**src/rtl/pio_in_pkg.sv**
```systemverilog
// Register map and edge-mode encoding shared by the PIO input capture block.
package pio_in_pkg;

    typedef logic [1:0] reg_addr_t;

    localparam reg_addr_t ADDR_DATA = 2'd0;
    localparam reg_addr_t ADDR_RSVD = 2'd1;
    localparam reg_addr_t ADDR_MASK = 2'd2;
    localparam reg_addr_t ADDR_EDGE = 2'd3;

    typedef enum logic [1:0] {
        EDGE_RISE = 2'd0,
        EDGE_FALL = 2'd1,
        EDGE_ANY  = 2'd2
    } edge_mode_e;

endpackage

```
**src/rtl/avmm_pio_in_capture_if.sv**
```systemverilog
// Avalon-MM slave bus of the PIO input capture block (32-bit data, 2-bit word address).
interface avmm_pio_in_capture_if;
    import pio_in_pkg::*;

    reg_addr_t   address;
    logic        chipselect;
    logic        write_n;
    logic [31:0] writedata;
    logic [31:0] readdata;

    modport master (output address, chipselect, write_n, writedata, input readdata);
    modport slave  (input address, chipselect, write_n, writedata, output readdata);

endinterface

```
**src/rtl/pio_sync_edge.sv**
```systemverilog
// Per-bit synchronizer chain, one-cycle delayed copy and edge detector for the PIO inputs.
module pio_sync_edge
    import pio_in_pkg::*;
#(
    parameter int DATA_W      = 24,
    parameter int SYNC_STAGES = 2,
    parameter int EDGE_MODE   = 0
) (
    input  logic              clk,
    input  logic              reset_n,
    input  logic [DATA_W-1:0] in_port,
    output logic [DATA_W-1:0] sync_data,
    output logic [DATA_W-1:0] edge_det
);

    localparam edge_mode_e MODE = edge_mode_e'(EDGE_MODE[1:0]);

    logic [DATA_W-1:0]      sync_p [SYNC_STAGES];
    logic [SYNC_STAGES-1:0] vld_p;
    logic [DATA_W-1:0]      dly_p;
    logic                   vld_dly;

    function automatic logic [DATA_W-1:0] detect(input logic [DATA_W-1:0] cur,
                                                 input logic [DATA_W-1:0] prev);
        case (MODE)
            EDGE_FALL: return ~cur & prev;
            EDGE_ANY:  return cur ^ prev;
            default:   return cur & ~prev;
        endcase
    endfunction

    // The valid bits mark which stages hold post-reset samples, so the zeros left by reset
    // never look like a transition while the chain refills.
    always_ff @(posedge clk or negedge reset_n) begin
        if (!reset_n) begin
            for (int i = 0; i < SYNC_STAGES; i++) sync_p[i] <= '0;
            vld_p   <= '0;
            dly_p   <= '0;
            vld_dly <= 1'b0;
        end else begin
            sync_p[0] <= in_port;
            for (int i = 1; i < SYNC_STAGES; i++) sync_p[i] <= sync_p[i-1];
            vld_p   <= {vld_p[SYNC_STAGES-2:0], 1'b1};
            dly_p   <= sync_p[SYNC_STAGES-1];
            vld_dly <= vld_p[SYNC_STAGES-1];
        end
    end

    assign sync_data = sync_p[SYNC_STAGES-1];
    assign edge_det  = vld_dly ? detect(sync_data, dly_p) : '0;

endmodule

```
**src/rtl/avmm_pio_in_capture.sv**
```systemverilog
// Avalon-MM PIO input port with optional edge capture and level interrupt.
// Edge capture, interrupt mask and irq exist only when PIO_IN_EDGE_CAPTURE_EN is defined.
module avmm_pio_in_capture
    import pio_in_pkg::*;
#(
    parameter int DATA_W      = 24,
    parameter int SYNC_STAGES = 2,
    parameter int EDGE_MODE   = 0
) (
    input  logic                  clk,
    input  logic                  reset_n,
    avmm_pio_in_capture_if.slave  bus,
    input  logic [DATA_W-1:0]     in_port,
    output logic                  irq
);

    logic [DATA_W-1:0] sync_data;
    logic [DATA_W-1:0] edge_det;
    logic [DATA_W-1:0] irq_mask;
    logic [DATA_W-1:0] edge_capture;
    logic              wr_en;

    pio_sync_edge #(
        .DATA_W      (DATA_W),
        .SYNC_STAGES (SYNC_STAGES),
        .EDGE_MODE   (EDGE_MODE)
    ) u_sync_edge (
        .clk       (clk),
        .reset_n   (reset_n),
        .in_port   (in_port),
        .sync_data (sync_data),
        .edge_det  (edge_det)
    );

    assign wr_en = bus.chipselect && !bus.write_n;

`ifdef PIO_IN_EDGE_CAPTURE_EN
    logic [DATA_W-1:0] edge_clr;

    assign edge_clr = (wr_en && bus.address == ADDR_EDGE) ? bus.writedata[DATA_W-1:0] : '0;

    // A fresh edge is OR-ed in after the clear, so it wins over a same-cycle clear.
    always_ff @(posedge clk or negedge reset_n) begin
        if (!reset_n) begin
            irq_mask     <= '0;
            edge_capture <= '0;
        end else begin
            if (wr_en && bus.address == ADDR_MASK) irq_mask <= bus.writedata[DATA_W-1:0];
            edge_capture <= (edge_capture & ~edge_clr) | edge_det;
        end
    end

    assign irq = |(edge_capture & irq_mask);
`else
    assign irq_mask     = '0;
    assign edge_capture = '0;
    assign irq          = 1'b0;
`endif

    always_ff @(posedge clk or negedge reset_n) begin
        if (!reset_n) begin
            bus.readdata <= '0;
        end else begin
            case (bus.address)
                ADDR_DATA: bus.readdata <= 32'(sync_data);
                ADDR_RSVD: bus.readdata <= '0;
                ADDR_MASK: bus.readdata <= 32'(irq_mask);
                ADDR_EDGE: bus.readdata <= 32'(edge_capture);
            endcase
        end
    end

    // Upper writedata bits and, in the reduced build, the whole write path have no sink.
    logic unused_ok;
    assign unused_ok = ^{bus.writedata, edge_det, wr_en};

endmodule

```
**src/flat_wrapper.sv**
```systemverilog
// flat-port wrapper written by rule: the top's interface ports become plain ports
module avmm_pio_in_capture_flat import pio_in_pkg::*;
#(
    parameter int DATA_W      = 24,
    parameter int SYNC_STAGES = 2,
    parameter int EDGE_MODE   = 0
)
  (clk, reset_n, in_port, irq, bus_address, bus_chipselect, bus_write_n, bus_writedata, bus_readdata);
  avmm_pio_in_capture_if bus_i ();
  input  logic clk;
  input  logic reset_n;
  input  logic [DATA_W-1:0] in_port;
  output logic irq;
  input wire logic [$bits(bus_i.address)-1:0] bus_address;
  input wire logic [$bits(bus_i.chipselect)-1:0] bus_chipselect;
  input wire logic [$bits(bus_i.write_n)-1:0] bus_write_n;
  input wire logic [$bits(bus_i.writedata)-1:0] bus_writedata;
  output wire logic [$bits(bus_i.readdata)-1:0] bus_readdata;
  assign bus_i.address = bus_address;
  assign bus_i.chipselect = bus_chipselect;
  assign bus_i.write_n = bus_write_n;
  assign bus_i.writedata = bus_writedata;
  assign bus_readdata = bus_i.readdata;
  avmm_pio_in_capture #(.DATA_W(DATA_W), .SYNC_STAGES(SYNC_STAGES), .EDGE_MODE(EDGE_MODE)) u_core (.clk(clk), .reset_n(reset_n), .bus(bus_i), .in_port(in_port), .irq(irq));
endmodule
```
**config.mk**
```make
export PLATFORM = sky130hd
export DESIGN_NAME = avmm_pio_in_capture_flat
export DESIGN_NICKNAME = d
export VERILOG_FILES = /design/src/rtl/pio_in_pkg.sv /design/src/rtl/avmm_pio_in_capture_if.sv /design/src/rtl/pio_sync_edge.sv /design/src/rtl/avmm_pio_in_capture.sv /design/src/flat_wrapper.sv
export SDC_FILE = /design/constraint.sdc
export NUM_CORES = 1
export LEC_CHECK = 0
export CAP_MARGIN = 10
export CORE_UTILIZATION = 41
export CTS_CLUSTER_SIZE = 16
export DETAILED_ROUTE_END_ITERATION = 8
export GPL_ROUTABILITY_DRIVEN = 0
export GPL_TIMING_DRIVEN = 0
export PLACE_DENSITY = 0.78
export SYNTH_ARGS = -nofsm -noshare
export SYNTH_HDL_FRONTEND = slang
export SYNTH_SLANG_ARGS = --single-unit
export TNS_END_PERCENT = 1
```
**constraint.sdc**
```tcl
create_clock -name clk -period 0.9 [get_ports clk]
set_clock_uncertainty 0.05 [all_clocks]
set_input_delay 0.27 -clock clk [delete_from_list [all_inputs] [get_ports clk]]
set_output_delay 0.27 -clock clk [all_outputs]
set_load 0.05 [all_outputs]
```
==> flow_summary.ini, run 1 <==
[clock_tree]
clockRootBuffer = clkbuf_8
insertion_delay_ns = 0.33
ctsHoldBuffers = 0
tritoncts = done
post_cts_buffers = 0
clock_sinks = 72
cts.reportedPaths.clkPinSlew_ns = 0.06
htree_levels = 3
cts_resized = 170
clockBufferDepth = 2
cts_buffers = 9

[timing]
rsz0062_at_grt = yes
finalHoldViolCount = 0
maxSlewViolCount = 0
relSlewSlack_pct = 43.88
period_share_pct = 134.1
whs_ns = 0.003632
finalSetupViolCount = 24
setup_tns_ns = -6.779
fin_crit_ns = 1.207
worst_pin_slew_ns = 0.8418
fin_ws_ns = -0.3069
fmax_mhz = 828.5

[power]
peakVddDrop_v = 0.001152
powerDensity_nw_per_um2 = 2045
power_leakage_nw = 1.397

[run_status]
status = finished, violations left
failed_checks = negative setup slack

[logic_synthesis]
yosys-mux-area-fraction_pct = 0
synth-xor-area-share_pct = 0
synth_top_family_by_area = simple AND/OR/NAND/NOR gates
yosys_register_bits = 72
synthAdderAreaFrac_pct = 0
synth.largest_area_cell = dfrtp_1
netlist_instances = 110
synth_compound_area_share_pct = 0
synthTopCellsByArea = dfrtp_1, nor3b_2, buf_4
yosysTopAreaCellShare_pct = 81.96
synthSimpleGateAreaFrac_pct = 12.75
ys_types = 6
syn_avg_cell_area_um2 = 19.99
ys.warnings.count = 0
mappedNetlistArea_um2 = 2198
ys_seq_area_share_pct = 81.96

[floorplanning]
core_um2 = 5140
ios = 95
initial_core_util_pct = 42.77
fp.dieW_um = 75.23
die_y_um = 75.23
die_area_um2 = 5659
rows = 26

[layout]
num_antenna_cells = 0
nets = 242
syn2layout_area_growth_pct = 37.28
drive_gt1_share_pct = 39.46

[routing]
antenna_left = 0
wl_per_cell_um = 12.53
drc = 0
vias = 1053
routed_via_density = 4.129
wirelength_um = 3195
drtPass1Iterations = 4
drt-initial-drc-count = 22

[flow_run]
cap_violations = 0

[place]
port_buffers = 51
place_ws_ns = -0.5612

[worst_setup_path]
rr_startpoint = u_core.u_sync_edge.sync_data[20]
path_buf_inv = 1
crit_path_end_kind = primary output
r2r_slack_ns = 0.22
cp_max_fo = 1
start_kind = flip-flop
slowest_delay_ns = 0.40
cp_top_family = flip-flops
cpMaxStageDelayCell = dfrtp_1
arrival_ns = 0.89
required_ns = 0.58
crit_path_start = u_core.bus.readdata[15]
worst-setup-path-type = reg -> out
path_cells = buf_6

[global_route]
grt_pass1_vias = 1092
antenna_found_initial = 0
grt_use_total_pct = 13.59
grt-ovfl-total = 0
grt_pass1_wl_um = 5099
grt_max_degree = 73

[hold_path]
hp-class = in -> async
-- Yosys cell counts (all sizes together) --
cell and n:
buf 13, conb 1, dfrtp 72, nor3b 24
-- sequential cells by signal, indices dropped and copies added (netlist names) --
name and flops:
u_core.bus.readdata 24, u_core.u_sync_edge.sync_p 24, u_core.u_sync_edge.sync_data 24
-- final timing paths --
kind	endpoint	depth (start not counted)
min in group clk	u_core.u_sync_edge.sync_data[19]	0
max	bus_readdata[15]	1
min reg2reg	u_core.u_sync_edge.sync_data[19]	0
min	u_core.bus.readdata[0]	1
max in group asynchronous	u_core.bus.readdata[0]	1
max reg2reg	u_core.bus.readdata[20]	1
-- layer usage --
metal / track usage (%) / part of all wire (%) / vias to the layer above
li1: - / - / 476
met1: 16.85 / 42 / 513
met2: 19.22 / 47 / 60
met5: 0 / 0 / -
met4: 6.173 / 0.91 / 0
met3: 8.032 / 9.9 / 4
-- where the power goes --
part | internal [W] | leakage (nW) | switching [W]
registers | 0.00339 | 0.881 | 0.0000477
clock network | 0.00106 | 0.0899 | 0.00103
logic | 0.000262 | 0.426 | 0.000386
-- per-stage QoR --
stage	area, um2	instances	util (%)	power, W
2_1_floorplan	2230	118	-	0.003833
3_3_place_gp	2828	239	55.01	0.004117
3_5_place_dp	2825	239	54.97	0.004133
4_1_cts	3018	255	58.71	0.006293
5_1_grt	3018	255	58.71	0.006466
6_report	3018	255	58.71	0.006171
-- logic make-up (layout without fill, tap and decap cells) --
group         Yosys count  after routing
buf+inv                13             80
flops                  72             72
other cells             1              9
simple gates           24             24
-- cell type report --
cell class                      count  area [um2]
Buffer                             13       112.6
Clock inverter                      4       20.02
Multi-Input combinational cell     33       314.1
Fill cell                         422        2122
Tap cell                           70       87.58
Clock buffer                       12       145.1
Sequential cell                    72        1803
Timing Repair Buffer               51       535.5
-- cell usage in the layout (no fill, tap or decap), drive strengths merged --
master,instances
buf,38
clkbuf,12
clkdlybuf4s50,24
clkinv,4
conb,9
dfrtp,72
dlygate4sd2,2
nor3b,24
(Power assumes the default switching activity.)
==> run 2: changes to the inputs <==
--- a/config.mk
+++ b/config.mk
@@ -6,6 +6,7 @@
 export NUM_CORES = 1
 export LEC_CHECK = 0
 export CAP_MARGIN = 10
+export CORE_MARGIN = 5
 export CORE_UTILIZATION = 41
 export CTS_CLUSTER_SIZE = 16
 export DETAILED_ROUTE_END_ITERATION = 8
==> run 2 against run 1 <==
Against the previous run:
- the flow finishes with violations (negative hold slack, negative setup slack)
- fmax up 0.62%
- first-iteration DRC count rose by 73%
- via count shrank 1.7%
- core utilization increased by 1.6 points
- register-to-register slack about the same
- die area grew 22%
- wire length up 13%
==> flow_summary.ini, run 2 (synthesized netlist as in run 1, its figures left out) <==
[layout]
nets = 243
syn2layout_area_growth_pct = 41.83
drive_gt1_share_pct = 40.32
final_cell_mix = dfrtp_1, buf_6, clkdlybuf4s50_1
num_antenna_cells = 0
n_fill_cell = 372
final_common_cell = dfrtp_1
fin_area_um2 = 3118

[timing]
finalHoldViolCount = 38
fin_crit_ns = 1.200
whs_ns = -0.1196
maxSlewViolCount = 0
fmax_mhz = 833.7
relSlewSlack_pct = 66.04
finalSetupViolCount = 24
period_share_pct = 133.3
fin_ws_ns = -0.2995
setup_tns_ns = -6.828
worst_pin_slew_ns = 0.5095
rsz0062_at_grt = yes

[place]
port_buffers = 51
place_hpwl_um = 2477
place_area_um2 = 2843

[power]
seq_power_share_pct = 48.2
switching_share_pct = 21.72
p_switching_w = 0.001546
internal-power_w = 0.005571
p_comb_share_pct = 9.3
p_clk_share_pct = 42.5
powerDensity_nw_per_um2 = 2283
peakVddDrop_v = 0.0008998
power_leakage_nw = 1.439

[run_status]
failed_checks = negative hold slack, negative setup slack
status = finished, violations left

[routing]
wl_per_cell_um = 14.15
wirelength_um = 3623
routed_via_density = 4.043
drt-initial-drc-count = 38
vias = 1035
drc = 0
drtPass1Iterations = 2
antenna_left = 0

[global_route]
grt_pass1_vias = 1161
grt_pass1_wl_um = 6189
antenna_found_initial = 0
grt_use_total_pct = 11.99
grt-ovfl-total = 0
grt_max_degree = 40

[clock_tree]
cts.reportedPaths.clkPinSlew_ns = 0.07
insertion_delay_ns = 0.33
clock_sinks = 72
clockBufferDepth = 2
post_cts_buffers = 0
cts_buffers = 9
tritoncts = done
htree_levels = 3
clockRootBuffer = clkbuf_8

[worst_setup_path]
r2r_slack_ns = 0.21
start_kind = flip-flop
cp_max_fo = 1
path_cells = buf_6
worst-setup-path-type = reg -> out
path_buf_inv = 1
crit_path_end_kind = primary output
arrival_ns = 0.88
rr_startpoint = u_core.u_sync_edge.sync_data[23]
slowest_delay_ns = 0.39
cpMaxStageDelayCell = dfrtp_1
required_ns = 0.58
cp_top_family = flip-flops
timing.rr.end = u_core.bus.readdata[23]
rr_worst_depth = 1

[flow_run]
cap_violations = 0

[floorplanning]
core_um2 = 5172
rows = 26
ios = 95
initial_core_util_pct = 42.50
fp.dieW_um = 83.23
die_y_um = 83.23
die_area_um2 = 6926

[hold_path]
hp-class = in -> async
run 2: cell count changes in the layout (fill, tap and decap cells not counted), sizes merged:
cell,before,now
bufinv,0,3
clkinv,4,2
run 2: power groups by stage:
stage	Clock [W]	Sequential (W)	Combinational [W]
finish	0.00302	0.00343	0.000663
global route	0.00328	0.00344	0.000708
global placement	0	0.00348	0.000640
CTS	0.00310	0.00343	0.000672
floorplan	0	0.00362	0.000212
detailed placement	0	0.00349	0.000661
run 2: layout make-up:
type	instances	area, um2	share of cell area (%)
sequential	72	1803	57.83
timing repair buffer	52	555.5	17.82
multi-input combinational	33	314.1	10.07
clock buffer	11	141.4	4.535
buffer	13	112.6	3.612
clock inverter	5	103.9	3.331
tap	70	87.58	2.809
run 2: metal layers:
layer	GRT usage [%]	vias to the layer above	part of all wire, %
met1	12.98	505	37
met4	6.241	0	2.1
met3	5.347	9	7.5
met5	0	-	0
met2	19.75	41	53
li1	-	480	-
run 2: worst max-delay path by stage:
stage / startpoint / end / slack (ns) / cells after the start
6_report: u_core.bus.readdata[22] / bus_readdata[22] / -0.30 / 1
5_1_grt: u_core.bus.readdata[22] / bus_readdata[22] / -0.35 / 1
4_1_cts: u_core.bus.readdata[22] / bus_readdata[22] / -0.33 / 1
3_5_place_dp: u_core.bus.readdata[14] / bus_readdata[14] / -0.57 / 1
3_3_place_gp: reset_n / u_core.bus.readdata[0] / -2.75 / 1
2_1_floorplan: u_core.bus.readdata[10] / bus_readdata[10] / -0.006 / 0
run 2: timing repair:
item                       in CTS  in global routing
setup endpoints to repair      46                 45
cloned                          0                  0
hold endpoints to repair       38                 38
gates resized for setup       170                  1
run 2: stage by stage:
stage                     worst slack [ns]  std cells  power, W  util, %
after floorplan                  -0.005947        118  0.003833        -
after global placement              -2.745        239  0.004116    54.67
after detailed placement           -0.5717        240  0.004147    54.96
after CTS                          -0.3301        256  0.007209    60.23
after global routing               -0.3467        256  0.007432    60.28
final                              -0.2995        256  0.007117    60.28
==> run 3: changes to the inputs <==
==> constraint.sdc (replaced) <==
create_clock -name clk -period 1.15 [get_ports clk]
set_clock_uncertainty 0.05 [all_clocks]
set_input_delay 0.345 -clock clk [delete_from_list [all_inputs] [get_ports clk]]
set_output_delay 0.345 -clock clk [all_outputs]
set_load 0.05 [all_outputs]
==> run 3 against run 2 <==
Against the previous run:
- the flow still finishes with violations (negative hold slack, negative setup slack)
- critical path depth unchanged
- register-to-register slack better by 0.25 ns
- sequential share of layout area rose by 0.31 points
- combinational power down 22%
- setup slack improved by 0.18 ns
- sequential power decreased by 22%
- via count rose by 1.8%
- wire length down 2.5%
- flip-flop and latch count unchanged
- clock-buffer cell count decreased by 2
- critical path type unchanged
- largest cell class unchanged
==> flow_summary.ini, run 3 (synthesized netlist as in run 1, its figures left out) <==
[hold_path]
hp-class = in -> async

[flow_run]
cap_violations = 0

[routing]
vias = 1054
drc = 0
antenna_left = 0
drtPass1Iterations = 3
wl_per_cell_um = 13.80
drt-initial-drc-count = 22
wirelength_um = 3532
routed_via_density = 4.117

[run_status]
status = finished, violations left
failed_checks = negative hold slack, negative setup slack

[timing]
finalHoldViolCount = 25
period_share_pct = 110.4
maxSlewViolCount = 0
whs_ns = -0.05630
setup_tns_ns = -2.485
relSlewSlack_pct = 62.59
rsz0062_at_grt = yes
worst_pin_slew_ns = 0.5612
fmax_mhz = 787.5
finalSetupViolCount = 24
fin_ws_ns = -0.1198
fin_crit_ns = 1.270

[place]
place_hpwl_um = 2509
place_area_um2 = 2841
port_buffers = 51

[floorplanning]
initial_core_util_pct = 42.50
ios = 95
core_um2 = 5172
die_area_um2 = 6926
fp.dieW_um = 83.23
rows = 26
die_y_um = 83.23

[global_route]
grt-ovfl-total = 0
grt_pass1_wl_um = 5837
grt_busiest_layer = met2
grt_use_met1_pct = 10.98
grt_pass1_vias = 1212
grt_max_degree = 48
grt_use_met2_pct = 20.12
grt_use_total_pct = 11.32
antenna_found_initial = 0
grtUsageMet3_pct = 3.267

[power]
total_power_w = 0.005387
peakVddDrop_v = 0.001138
internal-power_w = 0.004106
switching_share_pct = 23.79
powerDensity_nw_per_um2 = 1738
p_switching_w = 0.001282
seq_power_share_pct = 49.8
power_leakage_nw = 1.422
p_comb_share_pct = 9.6
p_clk_share_pct = 40.6

[clock_tree]
clockRootBuffer = clkbuf_8
htree_levels = 3
clockBufferDepth = 2
cts.reportedPaths.clkPinSlew_ns = 0.08
insertion_delay_ns = 0.33
tritoncts = done
clock_sinks = 72
cts_buffers = 9

[worst_setup_path]
cp_top_family = flip-flops
cp_max_fo = 1
cpMaxStageDelayCell = dfrtp_1
crit_path_end_kind = primary output
slowest_delay_ns = 0.38
start_kind = flip-flop
worst-setup-path-type = reg -> out
path_cells = buf_6
arrival_ns = 0.87
required_ns = 0.75
path_buf_inv = 1

[layout]
nets = 243
final_cell_mix = dfrtp_1, buf_6, clkdlybuf4s50_1
num_antenna_cells = 0
drive_gt1_share_pct = 40.32
fin_util_pct = 59.92
final_common_cell = dfrtp_1
syn2layout_area_growth_pct = 40.98
fin_area_um2 = 3099
[run 3: worst paths after layout]
path	from	endpoint	slack, ns	cells after the start
setup / recovery	u_core.bus.readdata[19]	bus_readdata[19]	-0.12	1
hold / removal	reset_n	u_core.u_sync_edge.sync_p[38]	-0.06	1
setup reg to reg	u_core.u_sync_edge.sync_data[21]	u_core.bus.readdata[21]	0.46	1
hold reg to reg	u_core.u_sync_edge.sync_p[45]	u_core.u_sync_edge.sync_data[21]	0.30	0
max in group asynchronous	reset_n	u_core.bus.readdata[1]	0.47	2
min in group clk	u_core.u_sync_edge.sync_p[45]	u_core.u_sync_edge.sync_data[21]	0.30	0
[run 3: power by group through the flow]
stage | Sequential, W | Combinational (W) | Clock, W
2_1_floorplan | 0.00283 | 0.000166 | 0
3_3_place_gp | 0.00272 | 0.000499 | 0
3_5_place_dp | 0.00273 | 0.000515 | 0
4_1_cts | 0.00268 | 0.000526 | 0.00225
5_1_grt | 0.00269 | 0.000550 | 0.00237
6_report | 0.00268 | 0.000519 | 0.00219
[run 3: per-stage QoR]
step / instances / setup WS, ns
floorplan: 118 / 0.1691
global placement: 239 / -2.271
detailed placement: 240 / -0.3799
CTS: 256 / -0.1431
global route: 256 / -0.1751
finish: 256 / -0.1198
[run 3: cell type report]
| class | count | area, um2 |
|---|---|---|
| buffer | 13 | 112.6 |
| clock buffer | 9 | 123.9 |
| clock inverter | 7 | 103.9 |
| fill | 378 | 2073 |
| multi-input combinational | 33 | 314.1 |
| sequential | 72 | 1802 |
| tap | 70 | 87.58 |
| timing repair buffer | 52 | 555.5 |
[run 3: routing by layer]
| metal | vias to the layer above | wire length (um) |
|---|---|---|
| met5 | - | 0 |
| met4 | 0 | 98 |
| met3 | 10 | 164 |
| met2 | 33 | 2025 |
| met1 | 534 | 1244 |
| li1 | 477 | - |
[run 3: what timing repair did]
item	4_1_cts	5_1_grt
resized for setup	168	0
buffers inserted	0	0
endpoints found under the hold margin	25	25
endpoints found under the setup margin	24	24
